$ cat config.mk
export PLATFORM = sky130hd
export DESIGN_NAME = pipe_stage_buffer_flat
export DESIGN_NICKNAME = d
export VERILOG_FILES = /design/src/rtl/pipe_stage_buffer_pkg.sv /design/src/rtl/pipe_stage_buffer_if.sv /design/src/rtl/pipe_stage_buffer_entry.sv /design/src/rtl/pipe_stage_buffer.sv /design/src/flat_wrapper.sv
export SDC_FILE = /design/constraint.sdc
export NUM_CORES = 1
export LEC_CHECK = 0
export ABC_CLOCK_PERIOD_IN_PS = 4300
export CORE_ASPECT_RATIO = 0.6
export CORE_UTILIZATION = 55
export CTS_CLUSTER_DIAMETER = 60
export DETAILED_ROUTE_END_ITERATION = 10
export GPL_ROUTABILITY_DRIVEN = 0
export HOLD_SLACK_MARGIN = 0.15
export PLACE_DENSITY_LB_ADDON = 0.15
export REMOVE_ABC_BUFFERS = 1
export SETUP_SLACK_MARGIN = 0.1
export SYNTH_ARGS = -nofsm -noshare
export SYNTH_HDL_FRONTEND = slang
export SYNTH_SLANG_ARGS = --single-unit
$ cat constraint.sdc
create_clock -name clock -period 4.3 [get_ports clock]
set_input_delay 0.86 -clock clock [delete_from_list [all_inputs] [get_ports clock]]
set_output_delay 0.86 -clock clock [all_outputs]
set_load 0.02 [all_outputs]
$ cat src/rtl/pipe_stage_buffer_pkg.sv
// Shared types and constants for the pipeline-stage buffer.
// Holds the buffer state encoding, which is also its occupancy count.
package pipe_buf_pkg;

    localparam int OCC_W = 2;

    // Replicated to CTRL_W wherever a NOP control word is needed.
    localparam bit CTRL_NOP = 1'b0;

    typedef enum logic [OCC_W-1:0] {
        EMPTY = 2'd0,
        ONE   = 2'd1,
        FULL  = 2'd2
    } buf_state_t;

endpackage

$ cat src/rtl/pipe_stage_buffer_if.sv
// One valid/ready beat channel (control + data payload) between pipeline stages.
// The master drives the beat; the slave answers with ready.
interface pipe_stage_buffer_if #(
    parameter int DATA_W = 64,
    parameter int CTRL_W = 16
);
    logic              valid;
    logic              ready;
    logic [CTRL_W-1:0] ctrl;
    logic [DATA_W-1:0] data;

    modport master (output valid, output ctrl, output data, input ready);
    modport slave  (input valid, input ctrl, input data, output ready);
endinterface

$ cat src/rtl/pipe_stage_buffer_entry.sv
// One payload slot (control + data) of the stage buffer.
// Clear has priority over load; ctrl and data clear independently.
module pipe_buf_entry
    import pipe_buf_pkg::*;
#(
    parameter int DATA_W = 64,
    parameter int CTRL_W = 16
) (
    input  logic              clock,
    input  logic              reset_n,
    input  logic              load,
    input  logic              clear_ctrl,
    input  logic              clear_data,
    input  logic [CTRL_W-1:0] load_ctrl,
    input  logic [DATA_W-1:0] load_data,
    output logic [CTRL_W-1:0] ctrl,
    output logic [DATA_W-1:0] data
);

    // NOTE: non-blocking assignments keep every register sampling pre-edge values.
    // NOTE: payload registers are reset because a NOP (zero ctrl) must show while empty.
    always_ff @(posedge clock or negedge reset_n) begin
        if (!reset_n) begin
            ctrl <= {CTRL_W{CTRL_NOP}};
        end else if (clear_ctrl) begin
            ctrl <= {CTRL_W{CTRL_NOP}};
        end else if (load) begin
            ctrl <= load_ctrl;
        end
    end

    always_ff @(posedge clock or negedge reset_n) begin
        if (!reset_n) begin
            data <= '0;
        end else if (clear_data) begin
            data <= '0;
        end else if (load) begin
            data <= load_data;
        end
    end

endmodule

$ cat src/rtl/pipe_stage_buffer.sv
// Pipeline-stage register with a two-entry skid store and flush-to-NOP.
// Define PIPE_STAGE_BUFFER_DATA_CLEAR_EN to zero data alongside ctrl on flush/drain.
module pipe_stage_buffer
    import pipe_buf_pkg::*;
#(
    parameter int DATA_W = 64,
    parameter int CTRL_W = 16
) (
    input  logic                clock,
    input  logic                reset_n,
    input  logic                flush,
    pipe_stage_buffer_if.slave  up,
    pipe_stage_buffer_if.master dn,
    output logic [OCC_W-1:0]    occupancy
);

    buf_state_t state, next_state;

    logic              in_fire, out_fire;
    logic              main_load, main_from_skid, main_drain;
    logic              skid_load, skid_drain;
    logic              main_clear_ctrl, skid_clear_ctrl;
    logic              main_clear_data, skid_clear_data;
    logic [CTRL_W-1:0] main_ctrl, skid_ctrl, main_next_ctrl;
    logic [DATA_W-1:0] main_data, skid_data, main_next_data;

    // Ready comes from the state register alone, so out_ready never reaches in_ready.
    assign up.ready  = (state != FULL);
    assign dn.valid  = (state != EMPTY);
    assign occupancy = state;
    assign in_fire   = up.valid & up.ready;
    assign out_fire  = dn.valid & dn.ready;

    always_ff @(posedge clock or negedge reset_n) begin
        if (!reset_n) begin
            state <= EMPTY;
        end else begin
            state <= next_state;
        end
    end

    // NOTE: every output of this block is defaulted first so no latch is inferred.
    always_comb begin
        next_state     = state;
        main_load      = 1'b0;
        main_from_skid = 1'b0;
        main_drain     = 1'b0;
        skid_load      = 1'b0;
        skid_drain     = 1'b0;
        unique case (state)
            EMPTY: begin
                if (in_fire) begin
                    next_state = ONE;
                    main_load  = 1'b1;
                end
            end
            ONE: begin
                if (in_fire && out_fire) begin
                    main_load = 1'b1;
                end else if (in_fire) begin
                    next_state = FULL;
                    skid_load  = 1'b1;
                end else if (out_fire) begin
                    next_state = EMPTY;
                    main_drain = 1'b1;
                end
            end
            FULL: begin
                if (out_fire) begin
                    next_state     = ONE;
                    main_load      = 1'b1;
                    main_from_skid = 1'b1;
                    skid_drain     = 1'b1;
                end
            end
            default: next_state = EMPTY;
        endcase
        // Flush wins; a beat leaving this cycle has already been handed downstream.
        if (flush) begin
            next_state     = EMPTY;
            main_load      = 1'b0;
            skid_load      = 1'b0;
        end
    end

    assign main_clear_ctrl = flush | main_drain;
    assign skid_clear_ctrl = flush | skid_drain;
`ifdef PIPE_STAGE_BUFFER_DATA_CLEAR_EN
    assign main_clear_data = main_clear_ctrl;
    assign skid_clear_data = skid_clear_ctrl;
`else
    assign main_clear_data = 1'b0;
    assign skid_clear_data = 1'b0;
`endif

    assign main_next_ctrl = main_from_skid ? skid_ctrl : up.ctrl;
    assign main_next_data = main_from_skid ? skid_data : up.data;

    pipe_buf_entry #(.DATA_W(DATA_W), .CTRL_W(CTRL_W)) u_main (
        .clock      (clock),
        .reset_n    (reset_n),
        .load       (main_load),
        .clear_ctrl (main_clear_ctrl),
        .clear_data (main_clear_data),
        .load_ctrl  (main_next_ctrl),
        .load_data  (main_next_data),
        .ctrl       (main_ctrl),
        .data       (main_data)
    );

    pipe_buf_entry #(.DATA_W(DATA_W), .CTRL_W(CTRL_W)) u_skid (
        .clock      (clock),
        .reset_n    (reset_n),
        .load       (skid_load),
        .clear_ctrl (skid_clear_ctrl),
        .clear_data (skid_clear_data),
        .load_ctrl  (up.ctrl),
        .load_data  (up.data),
        .ctrl       (skid_ctrl),
        .data       (skid_data)
    );

    assign dn.ctrl = main_ctrl;
    assign dn.data = main_data;

endmodule

$ cat src/flat_wrapper.sv
// flat-port wrapper written by rule: the top's interface ports become plain ports
module pipe_stage_buffer_flat import pipe_buf_pkg::*;
#(
    parameter int DATA_W = 64,
    parameter int CTRL_W = 16
)
  (clock, reset_n, flush, occupancy, up_valid, up_ctrl, up_data, up_ready, dn_valid, dn_ctrl, dn_data, dn_ready);
  pipe_stage_buffer_if #(.DATA_W(DATA_W), .CTRL_W(CTRL_W)) up_i ();
  pipe_stage_buffer_if #(.DATA_W(DATA_W), .CTRL_W(CTRL_W)) dn_i ();
  input  logic clock;
  input  logic reset_n;
  input  logic flush;
  output logic [OCC_W-1:0] occupancy;
  input wire logic [$bits(up_i.valid)-1:0] up_valid;
  input wire logic [$bits(up_i.ctrl)-1:0] up_ctrl;
  input wire logic [$bits(up_i.data)-1:0] up_data;
  output wire logic [$bits(up_i.ready)-1:0] up_ready;
  output wire logic [$bits(dn_i.valid)-1:0] dn_valid;
  output wire logic [$bits(dn_i.ctrl)-1:0] dn_ctrl;
  output wire logic [$bits(dn_i.data)-1:0] dn_data;
  input wire logic [$bits(dn_i.ready)-1:0] dn_ready;
  assign up_i.valid = up_valid;
  assign up_i.ctrl = up_ctrl;
  assign up_i.data = up_data;
  assign up_ready = up_i.ready;
  assign dn_valid = dn_i.valid;
  assign dn_ctrl = dn_i.ctrl;
  assign dn_data = dn_i.data;
  assign dn_i.ready = dn_ready;
  pipe_stage_buffer #(.DATA_W(DATA_W), .CTRL_W(CTRL_W)) u_core (.clock(clock), .reset_n(reset_n), .flush(flush), .up(up_i), .dn(dn_i), .occupancy(occupancy));
endmodule
==> results.json, run 1 <==
{
  "power_density_mw_per_mm2": 472,
  "finalSetupTns_ns": 0,
  "clk_path_buf_depth": 2,
  "synthToLayoutAreaGrowth_pct": 31.6,
  "start_util_pct": 57.5,
  "power.leakage_nw": 4.38,
  "core_area_sq_mm": 0.0131,
  "critPathRequiredTime_ns": 4.61,
  "io-pin-count": 169,
  "fp-row-count": 32,
  "path_cells": "clkdlybuf4s50_1, and4bb_1, buf_4, a21o_4, buf_12, mux2_4",
  "first_global_vias": 5128,
  "relSlewSlack_pct": 25.7,
  "cap_violations": 0,
  "drt_first_pass_iters": 4,
  "wl_per_cell_microns": 20.3,
  "netlist_top_cells_area": "dfrtp_1 54%, mux2_2 19%, mux2_4 13%",
  "syn_inst": 511,
  "dp_hpwl_microns": 11300,
  "syn_area_sq_mm": 0.00753,
  "ys_seq_elements": 162,
  "synthDistinctLibCells": 28,
  "cp_data_arrival_time_ns": 3.01,
  "r2r_end": "u_core.u_main.data[26]",
  "cts_hold_buf": 0,
  "num_antenna_cells": 0,
  "fin_crit_sh_pct": 63.0,
  "post-route-util_pct": 75.6,
  "synthAdderAreaFrac_pct": 0,
  "slowest_stage": "clkdlybuf4s50_1",
  "synthMuxAreaShare_pct": 34.2,
  "fp.dieH_microns": 92.6,
  "final_nets": 757,
  "setup_violations": 0,
  "numCtsBuffers": 17,
  "critPathTopFamily": "buffers and inverters",
  "synth_top_family_by_area": "multiplexers",
  "layout-drive-gt1-share_pct": 35.6,
  "clk_pin_slew_ns": 0.07,
  "post_cts_resized": 0,
  "overflow": 0,
  "endpoint_kind": "register",
  "antenna_found_initial": 0,
  "yosys.area_share.simple_pct": 2.19,
  "post-route-min-period_ns": 2.71,
  "fp.dieW_microns": 153,
  "r2r_slack_ns": 2.09,
  "drt-initial-drc-count": 255,
  "r2r-start": "u_core.occupancy[1]",
  "worst_slack_ns": 1.59,
  "yosysTopAreaCell": "dfrtp_1",
  "avgSynthCellArea_sq_um": 14.7,
  "finalMaxSlewViolations": 0,
  "pre_cts_slack_ns": 1.18,
  "synth_warnings": 0,
  "htree_levels": 4,
  "grt_pass1_wl_microns": 27700,
  "path_max_fanout": 36,
  "hold_path_class": "in -> async",
  "track_usage_pct": 25.7,
  "drc_errors": 0,
  "synthXorXnorAreaFrac_pct": 0,
  "outcome": "completed",
  "post_cts_buffers": 0,
  "grt_max_degree": 95,
  "rsz0062_at_grt": "false",
  "crit_start": "dn_ready",
  "ys_seq_area_share_pct": 53.9,
  "fmax_mhz": 369,
  "crit_buf_inv": 3,
  "io_buffers": 168,
  "skew_ns": 0.0112,
  "peakVddDrop_mv": 0.239,
  "final_hold_viol_count": 0,
  "startpoint_type": "input pin",
  "yosysTopAreaCellShare_pct": 53.9,
  "reg2reg_depth": 5,
  "critical_path_class": "in -> reg",
  "cts_tree": "yes",
  "drt_wl_total_microns": 17400,
  "tightestPinTransition_ns": 1.11,
  "synth_compound_area_share_pct": 6.43,
  "clock_latency_ns": 0.42,
  "clock_sinks": 162,
  "die_area_sq_mm": 0.0142,
  "critical-path-max-stage-delay_ns": 0.62,
  "viasPerCell": 5.61,
  "cts_root_buf": "clkbuf_16",
  "ant_nets": 0,
  "num_vias": 4800
}
## synthesized netlist by cell type
cell type and count:
mux2_2 128, nor2_2 1, a21oi_1 17, inv_1 2
dfrtp_1 162, nor2_1 2, clkbuf_1 12, o211ai_1 16
a21boi_0 1, a211oi_1 32, nand3_1 16, o41ai_2 1
nand2_2 1, buf_6 8, or3b_2 1, buf_4 3
clkinv_1 1, a21o_1 2, nand2b_1 1, and3b_1 1
and4bb_1 1, mux2i_1 16, nand2_1 2, nand3b_1 2
buf_2 14, or2_2 1, mux2_4 65, buf_1 2
## worst max-delay path by stage
| stage | endpoint | slack (ns) | depth (start not counted) |
|---|---|---|---|
| after detailed placement | u_core.u_main.data[1] | 1.18 | 6 |
| final | u_core.u_main.data[26] | 1.59 | 6 |
| after global routing | u_core.u_main.data[26] | 1.51 | 6 |
| after CTS | u_core.u_main.data[26] | 1.62 | 6 |
| after global placement | u_core.u_main.data[12] | 1.27 | 6 |
| after floorplan | u_core.u_main.data[0] | -0.07 | 3 |
## cell type report
cell class                 instances  area, sq um
clock buffer                      18          429
timing repair buffer             181         1820
multi-input combinational        307         3230
clock inverter                    14          144
sequential                       162         4050
inverter                           3         11.3
fill                             828         3190
tap                              170          213
## state kept, by name (all words and copies together) (netlist names)
| signal | flops |
|---|---|
| u_core.u_skid.ctrl | 16 |
| u_core.occupancy | 2 |
| u_core.u_main.ctrl | 16 |
| u_core.u_skid.data | 64 |
| u_core.u_main.data | 64 |
## cell families (layout without fill, tap and decap cells)
group | count (synthesis) | in the layout
buffers and inverters | 42 | 216
AO/OA/AOI/OAI | 69 | 69
flip-flops | 162 | 162
multiplexers | 209 | 209
AND/OR/NAND/NOR | 29 | 29
## report_power, final
part	leakage (nW)	switching (mW)	internal [mW]
combinational	2.11	0.480	0.675
clock	0.281	0.671	0.818
sequential	2.00	0.185	1.84
total	4.38	1.34	3.33
## stage by stage
step	std cells	total power [mW]	instance area [sq um]	hold slack (ns)
floorplan	472	2.66	7290	0.476
global placement	823	3.14	9330	0.483
detailed placement	823	3.20	9330	0.490
CTS	855	4.70	9900	0.506
global route	855	4.86	9900	0.514
finish	855	4.67	9900	0.497
## layout by cell type, fill, tap and decap left out
cell type and n:
clkdlybuf4s50_1 167, dfrtp_1 162, mux2_2 128, mux2_4 65, a211oi_1 32, a21oi_1 17
clkbuf_16 17, mux2i_1 16, nand3_1 16, o211ai_1 16, buf_4 10, inv_6 6
clkinv_4 3, buf_12 3, nor2_1 2, nand3b_1 2, inv_1 2, nand2_1 2
inv_8 2, nand2b_1 1, or2_2 1, nor2_2 1, and3b_1 1, nand2_2 1
and4bb_1 1, a21o_4 1, clkinv_1 1, o41ai_2 1, or3b_2 1, a21o_1 1
a21boi_0 1, clkinvlp_4 1, bufinv_16 1, clkbuf_1 1, clkinv_2 1, buf_6 1
## per-layer routing
| layer | global-route usage (%) | wire length [microns] | vias to the layer above |
|---|---|---|---|
| li1 | - | - | 2210 |
| met3 | 6.97 | 1040 | 19 |
| met4 | 7.83 | 218 | 0 |
| met1 | 34.5 | 8040 | 2429 |
| met5 | 0 | 0 | - |
| met2 | 40.9 | 8070 | 142 |
(Power assumes the default switching activity.)
==> inputs of run 2 (changes only) <==
--- a/config.mk
+++ b/config.mk
@@ -5,9 +5,9 @@
 export SDC_FILE = /design/constraint.sdc
 export NUM_CORES = 1
 export LEC_CHECK = 0
-export ABC_CLOCK_PERIOD_IN_PS = 4300
+export ABC_CLOCK_PERIOD_IN_PS = 2800
 export CORE_ASPECT_RATIO = 0.6
-export CORE_UTILIZATION = 55
+export CORE_UTILIZATION = 51
 export CTS_CLUSTER_DIAMETER = 60
 export DETAILED_ROUTE_END_ITERATION = 10
 export GPL_ROUTABILITY_DRIVEN = 0
==> constraint.sdc (replaced) <==
create_clock -name clock -period 2.8 [get_ports clock]
set_input_delay 0.56 -clock clock [delete_from_list [all_inputs] [get_ports clock]]
set_output_delay 0.56 -clock clock [all_outputs]
set_load 0.02 [all_outputs]
==> run 2 against run 1 <==
Compared with the run above: critical path depth shrank 4; largest power group unchanged; clock-buffer cell count up 1; cell count up 3.4%; non-clock buffer count rose by 7; highest routed layer unchanged; sequential share of layout area is 0.61 points lower; largest cell class unchanged.
==> results.json, run 2 (same netlist as run 1, synthesis figures left out) <==
{
  "final_hold_viol_count": 0,
  "multi_input_area_sq_mm": 0.00323,
  "grtUsageMet2_pct": 36.6,
  "p_comb_share_pct": 24.6,
  "drt_first_pass_iters": 7,
  "cp_data_arrival_time_ns": 1.74,
  "tightestPinTransition_ns": 0.820,
  "core_area_sq_mm": 0.0140,
  "finalMaxSlewViolations": 0,
  "fp.dieW_microns": 159,
  "dp_hpwl_microns": 11700,
  "overflow": 0,
  "fin_crit_sh_pct": 82.1,
  "power_density_mw_per_mm2": 719,
  "critical_path_class": "reg -> out",
  "grt_max_degree": 58,
  "slowest_stage": "clkdlybuf4s50_1",
  "fp.dieH_microns": 96.1,
  "clk_path_buf_depth": 2,
  "hold_path_class": "reg -> reg",
  "critPathRequiredTime_ns": 2.24,
  "clk_pin_slew_ns": 0.06,
  "num_antenna_cells": 0,
  "num_vias": 4877,
  "track_usage_pct": 23.8,
  "final_cell_mix": "167 x clkdlybuf4s50_1, 162 x dfrtp_1, 128 x mux2_2, 65 x mux2_4, 32 x a211oi_1",
  "final_design_area_no_fill_sq_mm": 0.0101,
  "wl_per_cell_microns": 19.6,
  "clkPwrFrac_pct": 32.3,
  "fp-row-count": 33,
  "first_global_vias": 5094,
  "clock_sinks": 162,
  "power.leakage_nw": 4.43,
  "ant_nets": 0,
  "outcome": "completed",
  "switching_share_pct": 27.4,
  "placed_cells": 851,
  "peakVddDrop_mv": 0.443,
  "synthToLayoutAreaGrowth_pct": 33.6,
  "p_int_mw": 5.25,
  "post_dp_cell_area_sq_mm": 0.00944,
  "use_met3_pct": 6.72,
  "power_mw": 7.23,
  "path_max_fanout": 10,
  "relSlewSlack_pct": 45.2,
  "clock_latency_ns": 0.41,
  "seq_power_share_pct": 43.1,
  "met1_usage_pct": 33.6,
  "io_buffers": 168,
  "antenna_found_initial": 0,
  "viasPerCell": 5.52,
  "final_cells": 884,
  "p_sw_mw": 1.98,
  "cts_tree": "yes",
  "grt_pass1_wl_microns": 27600,
  "fillerInstances": 916,
  "post-route-util_pct": 71.6,
  "startpoint_type": "register",
  "critical-path-max-stage-delay_ns": 0.54,
  "drc_errors": 0,
  "die_area_sq_mm": 0.0153,
  "final_nets": 764,
  "io-pin-count": 169,
  "cap_violations": 0,
  "setup_violations": 0,
  "rsz0062_at_grt": "false",
  "start_util_pct": 53.6,
  "path_cells": "or2_2, clkdlybuf4s50_1",
  "endpoint_kind": "output port",
  "final_common_cell": "clkdlybuf4s50_1",
  "reg_top3": "u_core.u_main.data x64, u_core.u_skid.data x64",
  "numCtsBuffers": 17,
  "htree_levels": 4,
  "fmax_mhz": 435,
  "layout-drive-gt1-share_pct": 36.3,
  "top_usage_layer": "met2",
  "cts_root_buf": "clkbuf_16",
  "whs_ns": 0.505,
  "drt-initial-drc-count": 253,
  "skew_ns": 0.0100,
  "post-route-min-period_ns": 2.30,
  "seqCellArea_sq_mm": 0.00405,
  "drt_wl_total_microns": 17300
}
## run 2: changes by cell type in the layout (fill, tap and decap cells not counted), sizes merged
cell | previous run | this run
buf | 14 | 20
clkinvlp | 1 | 5
inv | 10 | 6
clkinv | 5 | 3
bufinv | 1 | 2
clkbuf | 18 | 19
dlygate4sd3 | 0 | 1
## run 2: path summary, 6_finish.rpt
path | from | endpoint | slack (ns) | cells past startpoint
worst max-delay path | u_core.occupancy[1] | dn_valid | 0.50 | 2
worst min-delay path | u_core.u_skid.data[58] | u_core.u_skid.data[58] | 0.50 | 1
worst max register to register | u_core.occupancy[1] | u_core.u_main.data[42] | 0.85 | 4
worst min register to register | u_core.u_skid.data[58] | u_core.u_skid.data[58] | 0.50 | 1
max in group asynchronous | reset_n | u_core.u_main.ctrl[4] | 1.30 | 3
min in group asynchronous | reset_n | u_core.u_skid.data[44] | 0.69 | 2
## run 2: metrics by stage
step / setup slack [ns] / TNS, ns
CTS: 0.484 / 0
finish: 0.500 / 0
floorplan: -1.27 / -100.21
global route: 0.437 / 0
detailed placement: 0.263 / 0
global placement: 0.344 / 0
## run 2: power groups by stage
stage / logic [mW] / registers, mW / clock network (mW)
global route: 1.88 / 3.17 / 2.51
CTS: 1.80 / 3.11 / 2.38
detailed placement: 1.78 / 3.14 / 0
finish: 1.78 / 3.11 / 2.34
global placement: 1.73 / 3.11 / 0
floorplan: 0.758 / 3.33 / 0
## run 2: routing by layer
layer	routed length [microns]	vias to the layer above	part of all wire (%)
met5	0	-	0
met4	98	0	0.57
met3	1120	9	6.5
met2	8020	155	46
met1	8060	2497	47
li1	-	2216	-
## run 2: final cells by class
cell class                 count  area share, %
inverter                       3          0.112
timing repair buffer         188           19.0
clock inverter                13           1.49
sequential                   162           40.3
multi-input combinational    307           32.2
tap                          192           2.39
clock buffer                  19           4.51
## run 2: critical path: cells and delay by family, from the launching register on
| family | cells | cell delay, ns |
|---|---|---|
| flip-flops | 1 | 0.49 |
| buffers and inverters | 1 | 0.54 |
| AND/OR/NAND/NOR | 1 | 0.32 |
## run 2: what timing repair did
action / in CTS / in global routing
gates resized for setup: 0 / 0
hold buffers: 1 / 0
hold endpoints to repair: 54 / 0
endpoints found under the setup margin: 0 / 0
buffers inserted: 0 / 0
==> inputs of run 3 (changes only) <==
--- a/config.mk
+++ b/config.mk
@@ -5,9 +5,9 @@
 export SDC_FILE = /design/constraint.sdc
 export NUM_CORES = 1
 export LEC_CHECK = 0
-export ABC_CLOCK_PERIOD_IN_PS = 2800
+export ABC_CLOCK_PERIOD_IN_PS = 2000
 export CORE_ASPECT_RATIO = 0.6
-export CORE_UTILIZATION = 51
+export CORE_UTILIZATION = 46
 export CTS_CLUSTER_DIAMETER = 60
 export DETAILED_ROUTE_END_ITERATION = 10
 export GPL_ROUTABILITY_DRIVEN = 0
==> constraint.sdc (replaced) <==
create_clock -name clock -period 2 [get_ports clock]
set_input_delay 0.4 -clock clock [delete_from_list [all_inputs] [get_ports clock]]
set_output_delay 0.4 -clock clock [all_outputs]
set_load 0.02 [all_outputs]
==> run 3 against run 2 <==
Compared with the run above: first-iteration DRC count grew 8.7%; sequential share of layout area decreased by 0.75 points; register-to-register slack lost 0.69 ns; clock-buffer cell count unchanged; critical path type unchanged; hold slack got worse by 0.084 ns; critical endpoint is now dn_data[43]; sequential power increased by 40%; via count is 1.7% higher.
==> results.json, run 3 (same netlist as run 1, synthesis figures left out) <==
{
  "drc_errors": 0,
  "track_usage_pct": 22.5,
  "io-pin-count": 169,
  "critical_path_class": "reg -> out",
  "seqCellArea_sq_mm": 0.00406,
  "cts_tree": "yes",
  "layout-drive-gt1-share_pct": 38.7,
  "grt_max_degree": 57,
  "ant_nets": 0,
  "peakVddDrop_mv": 0.575,
  "htree_levels": 4,
  "post_dp_cell_area_sq_mm": 0.00967,
  "final_common_cell": "clkdlybuf4s50_1",
  "reg_top3": "u_core.u_main.data x64, u_core.u_skid.data x64",
  "finalSetupTns_ns": 0,
  "outcome": "completed",
  "grt_pass1_wl_microns": 29100,
  "fin_crit_sh_pct": 92.8,
  "final_cells": 919,
  "power_mw": 9.99,
  "rsz0062_at_grt": "false",
  "io_buffers": 168,
  "post-route-util_pct": 65.4,
  "viasPerCell": 5.39,
  "antenna_found_initial": 0,
  "path_max_fanout": 2,
  "wl_per_cell_microns": 19.6,
  "fmax_mhz": 539,
  "post-route-min-period_ns": 1.86,
  "crit_buf_inv": 1,
  "critPathTopFamily": "buffers and inverters",
  "num_antenna_cells": 0,
  "synthToLayoutAreaGrowth_pct": 36.2,
  "skew_ns": 0.0143,
  "whs_ns": 0.421,
  "numCtsBuffers": 17,
  "critPathRequiredTime_ns": 1.60,
  "final_hold_viol_count": 0,
  "path_cells": "clkdlybuf4s50_1",
  "fp.dieW_microns": 167,
  "cts_root_buf": "clkbuf_16",
  "worst_slack_ns": 0.144,
  "cap_violations": 0,
  "finalMaxSlewViolations": 0,
  "clock_sinks": 162,
  "dp_hpwl_microns": 12700,
  "fp-row-count": 35,
  "placed_cells": 884,
  "die_area_sq_mm": 0.0169,
  "final_nets": 788,
  "relSlewSlack_pct": 76.2,
  "start_util_pct": 48.0,
  "clock_latency_ns": 0.42,
  "drt-initial-drc-count": 275,
  "power.leakage_nw": 4.58,
  "core_area_sq_mm": 0.0157,
  "hold_path_class": "in -> async",
  "slowest_stage": "clkdlybuf4s50_1",
  "pre_cts_slack_ns": -0.283,
  "multi_input_area_sq_mm": 0.00323,
  "cp_data_arrival_time_ns": 1.46,
  "drt_wl_total_microns": 18100,
  "endpoint_kind": "output port",
  "clk_pin_slew_ns": 0.07,
  "clk_path_buf_depth": 2,
  "power_density_mw_per_mm2": 975,
  "critical-path-max-stage-delay_ns": 0.63,
  "first_global_vias": 5332,
  "setup_violations": 0,
  "final_cell_mix": "162 x clkdlybuf4s50_1, 160 x dfrtp_1, 128 x mux2_2, 65 x mux2_4, 33 x buf_4",
  "final_design_area_no_fill_sq_mm": 0.0103,
  "drt_first_pass_iters": 4,
  "startpoint_type": "register",
  "overflow": 0,
  "num_vias": 4958,
  "fp.dieH_microns": 101,
  "fillerInstances": 1159,
  "tightestPinTransition_ns": 0.357
}
==> run 3: cell types whose count changed in the layout (fill, tap and decap cells not counted), sizes merged <==
cell / change
buf: +24
clkdlybuf4s50: -5
clkinvlp: -5
clkinv: +4
dlygate4sd2: +3
inv: +3
bufinv: -2
clkbuf: +1
dlymetal6s2s: +1
==> run 3: cell type report <==
class | instances | area share, %
flip-flops and latches | 162 | 39.6
multi-input cells | 307 | 31.6
repair buffers | 212 | 20.8
clock buffers | 19 | 4.32
well taps | 203 | 2.48
clock inverters | 13 | 1.15
inverters | 3 | 0.110
==> run 3: repair_timing <==
item / in CTS / in global routing
endpoints found under the hold margin: 28 / 0
buffers inserted: 0 / 2
hold buffers: 1 / 0
endpoints found under the setup margin: 4 / 2
gates resized for setup: 5 / 4
==> run 3: per-layer routing <==
layer  part of all wire (%)  GRT usage [%]
met5                      0              0
met2                     46           34.6
met3                    6.6           6.48
met1                     47           31.5
met4                   0.54           5.36
==> run 3: worst paths after layout <==
path	from	endpoint	slack (ns)	cells after the start
max reg2reg	u_core.occupancy[1]	u_core.u_main.data[50]	0.16	5
min	reset_n	u_core.u_main.data[12]	0.42	2
max	u_core.u_main.data[43]	dn_data[43]	0.14	1
min in group clock	u_core.u_skid.data[37]	u_core.u_skid.data[37]	0.50	1
max in group asynchronous	reset_n	u_core.u_skid.data[39]	0.89	3
min reg2reg	u_core.u_skid.data[37]	u_core.u_skid.data[37]	0.50	1
==> run 3: report_power, final <==
part           switching [mW]  internal, mW  leakage (nW)
Sequential              0.385          3.96          1.99
Clock                    1.42          1.67         0.279
Combinational            1.05          1.50          2.30
==> RTL edit 1 (settings of run 3) <==
The option `PIPE_STAGE_BUFFER_DATA_CLEAR_EN` is turned on by a define.
--- a/src/rtl/pipe_stage_buffer.sv
+++ b/src/rtl/pipe_stage_buffer.sv
@@ -2,2 +2,4 @@
 // Define PIPE_STAGE_BUFFER_DATA_CLEAR_EN to zero data alongside ctrl on flush/drain.
+`define PIPE_STAGE_BUFFER_DATA_CLEAR_EN
+
 module pipe_stage_buffer
Check against the original RTL: not equivalent (a bounded check fails within 4 cycles, from zero or initial values and one cycle with reset_n low).
==> RTL edit 1 against run 3 <==
Count of clock-buffer cells in the layout is the same; design area down 6.4%; synthesized area decreased by 7.2%; maximum frequency down 0.24%; sequential cell count unchanged; via count is 16% higher; setup slack got worse by 4.5 ps; first-iteration DRC count grew 68%; wire length barely moved.
Power is not compared: it rests on default switching activity, and its combinational part moved more than twofold at a synthesized area within 25%.
==> RTL edit 1: results (changes against run 3) <==
layout cells sized above 1 0.07762 (was 0.3869); Netlist cell types 21 (was 28); Worst Reg-to-Reg Cells 6 (was 5); crit path max-delay cell type clkdlybuf4s50_1 (unchanged); DRT Pass-1 Iters 5 (was 4); r2r endpoint u_core.u_main.data[8]$_DFFE_PN0P_ (was u_core.u_main.data[50]$_DFFE_PN0P_); Slew HR 0.7343 (was 0.7619); first-pass GRT wire length 29550 µm (was 29090 µm); largest registers u_core.u_main.data: 64 flops, u_core.u_skid.data: 64 flops (unchanged); Top delay family on crit path buffers and inverters (unchanged); Max Clock Skew 12.24 ps (was 14.25 ps); Arr. time, crit path 1460 ps (about the same); Clock Root Buffer clkbuf_16 (unchanged); H-tree depth 4 (unchanged); VDD IR max 0.0005775 V; YS warnings 0 (unchanged); Seq/Total Area, Yosys 0.5804 (was 0.5386); CP Capture Point dn_ctrl[0] (was dn_data[43]); vias in the first global route 5539 (was 5332); gr usage total 0.2406 (was 0.2249); Final nets 961 (was 788); HPWL Detailed 11740 µm (was 12660 µm); Max stage delay on crit path 630 ps (about the same); async set-reset flop share out of synthesis 1.000 (unchanged); commonest cells in the netlist nand2_1 (243), dfrtp_1 (162), a21oi_1 (82) (was dfrtp_1 (162), mux2_2 (128), mux2_4 (65)); initial DRC count 462 (was 275); final wirelength 18060 µm (about the same); DR vias/cell 5.289 (was 5.395); port bufs 168 (unchanged); clock slew at reported path FFs 70 ps (about the same); worst skew pair latency 420 ps (about the same); Num CTS Buffers 17 (unchanged); Longest Clk Path Bufs 2 (unchanged); fillers 1167 (was 1159); initial antenna violation count 1 (was 0); status completed (unchanged); largest net degree at the start of global routing 56 (was 57); RR Startpoint u_core.occupancy[0]$_DFFE_PN0P_ (was u_core.occupancy[1]$_DFFE_PN0P_); Critical Path Source u_core.u_main.ctrl[0]$_DFFE_PN0P_ (was u_core.u_main.data[43]$_DFFE_PN0P_); top post-synthesis cells by area dfrtp_1 (58%), nand2_1 (13%), mux2i_1 (11%) (was dfrtp_1 (54%), mux2_2 (19%), mux2_4 (13%)); flop2flop setup slack 290 ps (was 160 ps); HP Class in2async (unchanged); n_diodes 0 (unchanged); Max Cap Viol 0 (unchanged); Hold Slack 447.8 ps (was 420.8 ps); crit-path max FO 2 (unchanged); Leakage 0.004572 µW
==> RTL edit 1: per-layer routing <==
layer,global-route usage,vias to the layer above,part of all wire
met2,0.3531,190,0.45
li1,-,2700,-
met1,0.3572,2835,0.47
met5,0,-,0.00055
met4,0.06531,2,0.011
met3,0.05548,22,0.063
==> RTL edit 1: where the power goes <==
part / switching [µW] / internal [µW]
clock network: 1370 / 1760
registers: 115 / 3450
logic: 647 / 573
total: 2130 / 5790
==> RTL edit 1: cell type report <==
cell class / count / area (µm²) / area share
repair buffers: 195 / 2052 / 0.2139
well taps: 198 / 247.7 / 0.02582
multi-input cells: 498 / 2661 / 0.2774
inverters: 2 / 7.507 / 0.0007825
clock buffers: 19 / 442.9 / 0.04617
clock inverters: 13 / 126.4 / 0.01317
flip-flops and latches: 162 / 4056 / 0.4228
==> RTL edit 1: per-stage QoR <==
step	cells	area [µm²]	setup TNS, ps	total power (µW)	setup WS [ps]
6_report	1087	9594	0	7921	139.3
5_1_grt	1087	9594	0	8247	100.3
4_1_cts	1087	9590	0	7994	110.3
3_5_place_dp	1052	8991	-10820	4849	-152.2
3_3_place_gp	1052	8991	-2813	4825	-60.69
2_1_floorplan	662	6696	-431970	4097	-3654
==> RTL edit 1: cell families after synthesis <==
family                    count (synthesis)  share of synthesized area
DFF                                     162                     0.5804
AOI/OAI and AO/OA                       166                     0.1227
muxes                                    80                     0.1147
xor gates and xnor gates                  1                   0.001254
and+or+nand+nor                         251                     0.1387
buffers and inverters                    54                    0.04228
==> RTL edit 1: repair_timing <==
item                       in CTS  in global routing
setup endpoints to repair       4                  2
resized for setup               5                  2
setup buffers                   2                  0
hold buffers                    1                  0
pin swaps                       0                  0
hold endpoints to repair       38                  0
==> RTL edit 2 (flow settings as in run 3) <==
Made on the original files. Make the reset (`reset_n`) synchronous in 3 clocked blocks.
--- a/src/rtl/pipe_stage_buffer_entry.sv
+++ b/src/rtl/pipe_stage_buffer_entry.sv
@@ -21,3 +21,3 @@
     // NOTE: payload registers are reset because a NOP (zero ctrl) must show while empty.
-    always_ff @(posedge clock or negedge reset_n) begin
+    always_ff @(posedge clock) begin
         if (!reset_n) begin
@@ -31,3 +31,3 @@
 
-    always_ff @(posedge clock or negedge reset_n) begin
+    always_ff @(posedge clock) begin
         if (!reset_n) begin
--- a/src/rtl/pipe_stage_buffer.sv
+++ b/src/rtl/pipe_stage_buffer.sv
@@ -33,3 +33,3 @@
 
-    always_ff @(posedge clock or negedge reset_n) begin
+    always_ff @(posedge clock) begin
         if (!reset_n) begin
Formal check against the unedited RTL: differs if reset_n is asserted again (counterexample within 4 cycles, from zero or initial values and one cycle with reset_n low); with reset_n held inactive, the same outputs for 4 cycles.
==> RTL edit 2 against run 3 <==
Synthesized area down 3.7%; sequential share of layout area down 7.2 points; count of clock-buffer cells in the layout increased by 1; critical path type unchanged; critical path depth unchanged; design area fell by 2.1%; wire length up 7.0%; setup slack improved by 4.7 ps; via count increased by 22%; sequential cell count is the same; die area decreased by 3.6%; global-route usage is 1.9 points higher.
Power is not compared: it rests on default switching activity, and its combinational part moved more than twofold at a synthesized area within 25%.
==> RTL edit 2: results (changes against run 3) <==
Critical Path Source u_core.u_main.data[58]$_SDFFE_PN0P_ (was u_core.u_main.data[43]$_DFFE_PN0P_); Num CTS Buffers 17 (unchanged); DR vias/cell 5.471 (was 5.395); adder-cell share of the synthesized area 0 (unchanged); Hold Path Origin u_core.u_skid.ctrl[12]$_SDFFE_PP0P_; Synth Instances 735 (was 511); Final Cycle Share 0.9258 (was 0.9281); status completed (unchanged); port bufs 168 (unchanged); YS warnings 0 (unchanged); initial DRC count 388 (was 275); Slew HR 0.7115 (was 0.7619); crit-path max FO 2 (unchanged); async set-reset flop share out of synthesis 0 (was 1.000); HP Class reg2reg (was in2async); flop2flop setup slack 350 ps (was 160 ps); Leakage 0.003913 µW; Netlist cell types 28 (unchanged); r2r endpoint u_core.u_main.ctrl[7]$_SDFFE_PP0P_ (was u_core.u_main.data[50]$_DFFE_PN0P_); commonest cells in the netlist dfxtp_1 (162), nand2_1 (162), a21oi_1 (82) (was dfrtp_1 (162), mux2_2 (128), mux2_4 (65)); crit path max-delay cell type clkdlybuf4s50_1 (unchanged); area fraction in compound gates after synthesis 0.2301 (was 0.06433); HPWL Detailed 13010 µm (was 12660 µm); drt wl/cell 17.42 µm (was 19.65 µm); setup bufs post-CTS 0 (unchanged); Post-Synth XOR/XNOR Area 0 (unchanged); Longest Clk Path Bufs 2 (unchanged); Max Clock Skew 10.07 ps (was 14.25 ps); first-pass GRT wire length 31140 µm (was 29090 µm); commonest non-fill, non-tap cell in the layout clkdlybuf4s50_1 (unchanged); Seq/Total Area, Yosys 0.4474 (was 0.5386); VDD IR max 0.0005227 V; clock slew at reported path FFs 70 ps (about the same); mux cell area share after synthesis 0.1105 (was 0.3424); fin cells 1109 (was 919); RR Startpoint u_core.occupancy[1]$_SDFFE_PP0P_ (was u_core.occupancy[1]$_DFFE_PN0P_); Final nets 978 (was 788); initial antenna violation count 1 (was 0); Post-synth top flop dfxtp_1 (was dfrtp_1); top post-synthesis cells by area dfxtp_1 (45%), a221oi_2 (17%), mux2i_1 (11%) (was dfrtp_1 (54%), mux2_2 (19%), mux2_4 (13%)); Arr. time, crit path 1450 ps; vias in the first global route 6178 (was 5332); CP Capture Point dn_data[58] (was dn_data[43]); Clock Root Buffer clkbuf_16 (unchanged); largest net degree at the start of global routing 53 (was 57); largest registers u_core.u_main.data: 64 flops, u_core.u_skid.data: 64 flops (unchanged); Crit Path Class reg2out (unchanged); Top delay family on crit path buffers and inverters (unchanged); layout cells sized above 1 0.2384 (was 0.3869); gr usage total 0.2435 (was 0.2249); Max stage delay on crit path 640 ps; Hold EP u_core.u_skid.ctrl[12]$_SDFFE_PP0P_; fillers 1198 (was 1159); DRT Pass-1 Iters 6 (was 4); Hold Slack 454.1 ps (was 420.8 ps); Worst Reg-to-Reg Cells 5 (unchanged); Post-Place Worst Slack -226.0 ps (was -283.4 ps)
RTL edit 2: cell types whose count changed after synthesis, moves of 32 or more:
| cell | change |
|---|---|
| dfxtp_1 | +162 |
| a21oi_1 | +65 |
| a221oi_2 | +80 |
| nor2_2 | +49 |
| dfrtp_1 | -162 |
| mux2_4 | -65 |
| mux2_2 | -128 |
| nand2_1 | +160 |
| mux2i_1 | +64 |
| a211oi_1 | -32 |
RTL edit 2: through the flow:
stage,util,area [µm²]
global placement,0.6129,9422
CTS,0.6526,10030
floorplan,-,6845
detailed placement,0.6129,9422
global route,0.6527,10030
finish,0.6527,10030
RTL edit 2: power by group through the flow:
stage          combinational [µW]  clock (µW)  sequential, µW
6_report                     1120        3350            3430
4_1_cts                      1130        3400            3430
5_1_grt                      1190        3550            3440
2_1_floorplan                 434           0            3610
3_5_place_dp                 1130           0            3500
3_3_place_gp                 1100           0            3500
RTL edit 2: area by class of cell:
cell class                 instances  area (µm²)  area share
multi-input combinational        500        3621      0.3609
sequential                       162        3246      0.3235
timing repair buffer             209        2288      0.2281
clock buffer                      20       466.7     0.04651
tap                              203       254.0     0.02531
clock inverter                    12       143.9     0.01434
inverter                           3       13.76    0.001372
RTL edit 2: worst reg2reg max path, cell delays in order (launching register included):
cell	delay [ps]
dfxtp_2	390
nor2b_1	180
o21ai_1	150
a21oi_4	260
buf_4	400
a221oi_2	130
RTL edit 2: per-layer routing:
layer / share of wire / vias up / track usage
li1: - / 2909 / -
met1: 0.47 / 2950 / 0.3273
met2: 0.46 / 180 / 0.3947
met3: 0.056 / 26 / 0.04295
met4: 0.013 / 2 / 0.08405
met5: 0.00067 / - / 0
RTL edit 2: repair_timing:
item / CTS / global route
resized for setup: 5 / 1
pin swaps: 0 / 0
endpoints found under the setup margin: 4 / 1
cloned: 0 / 0
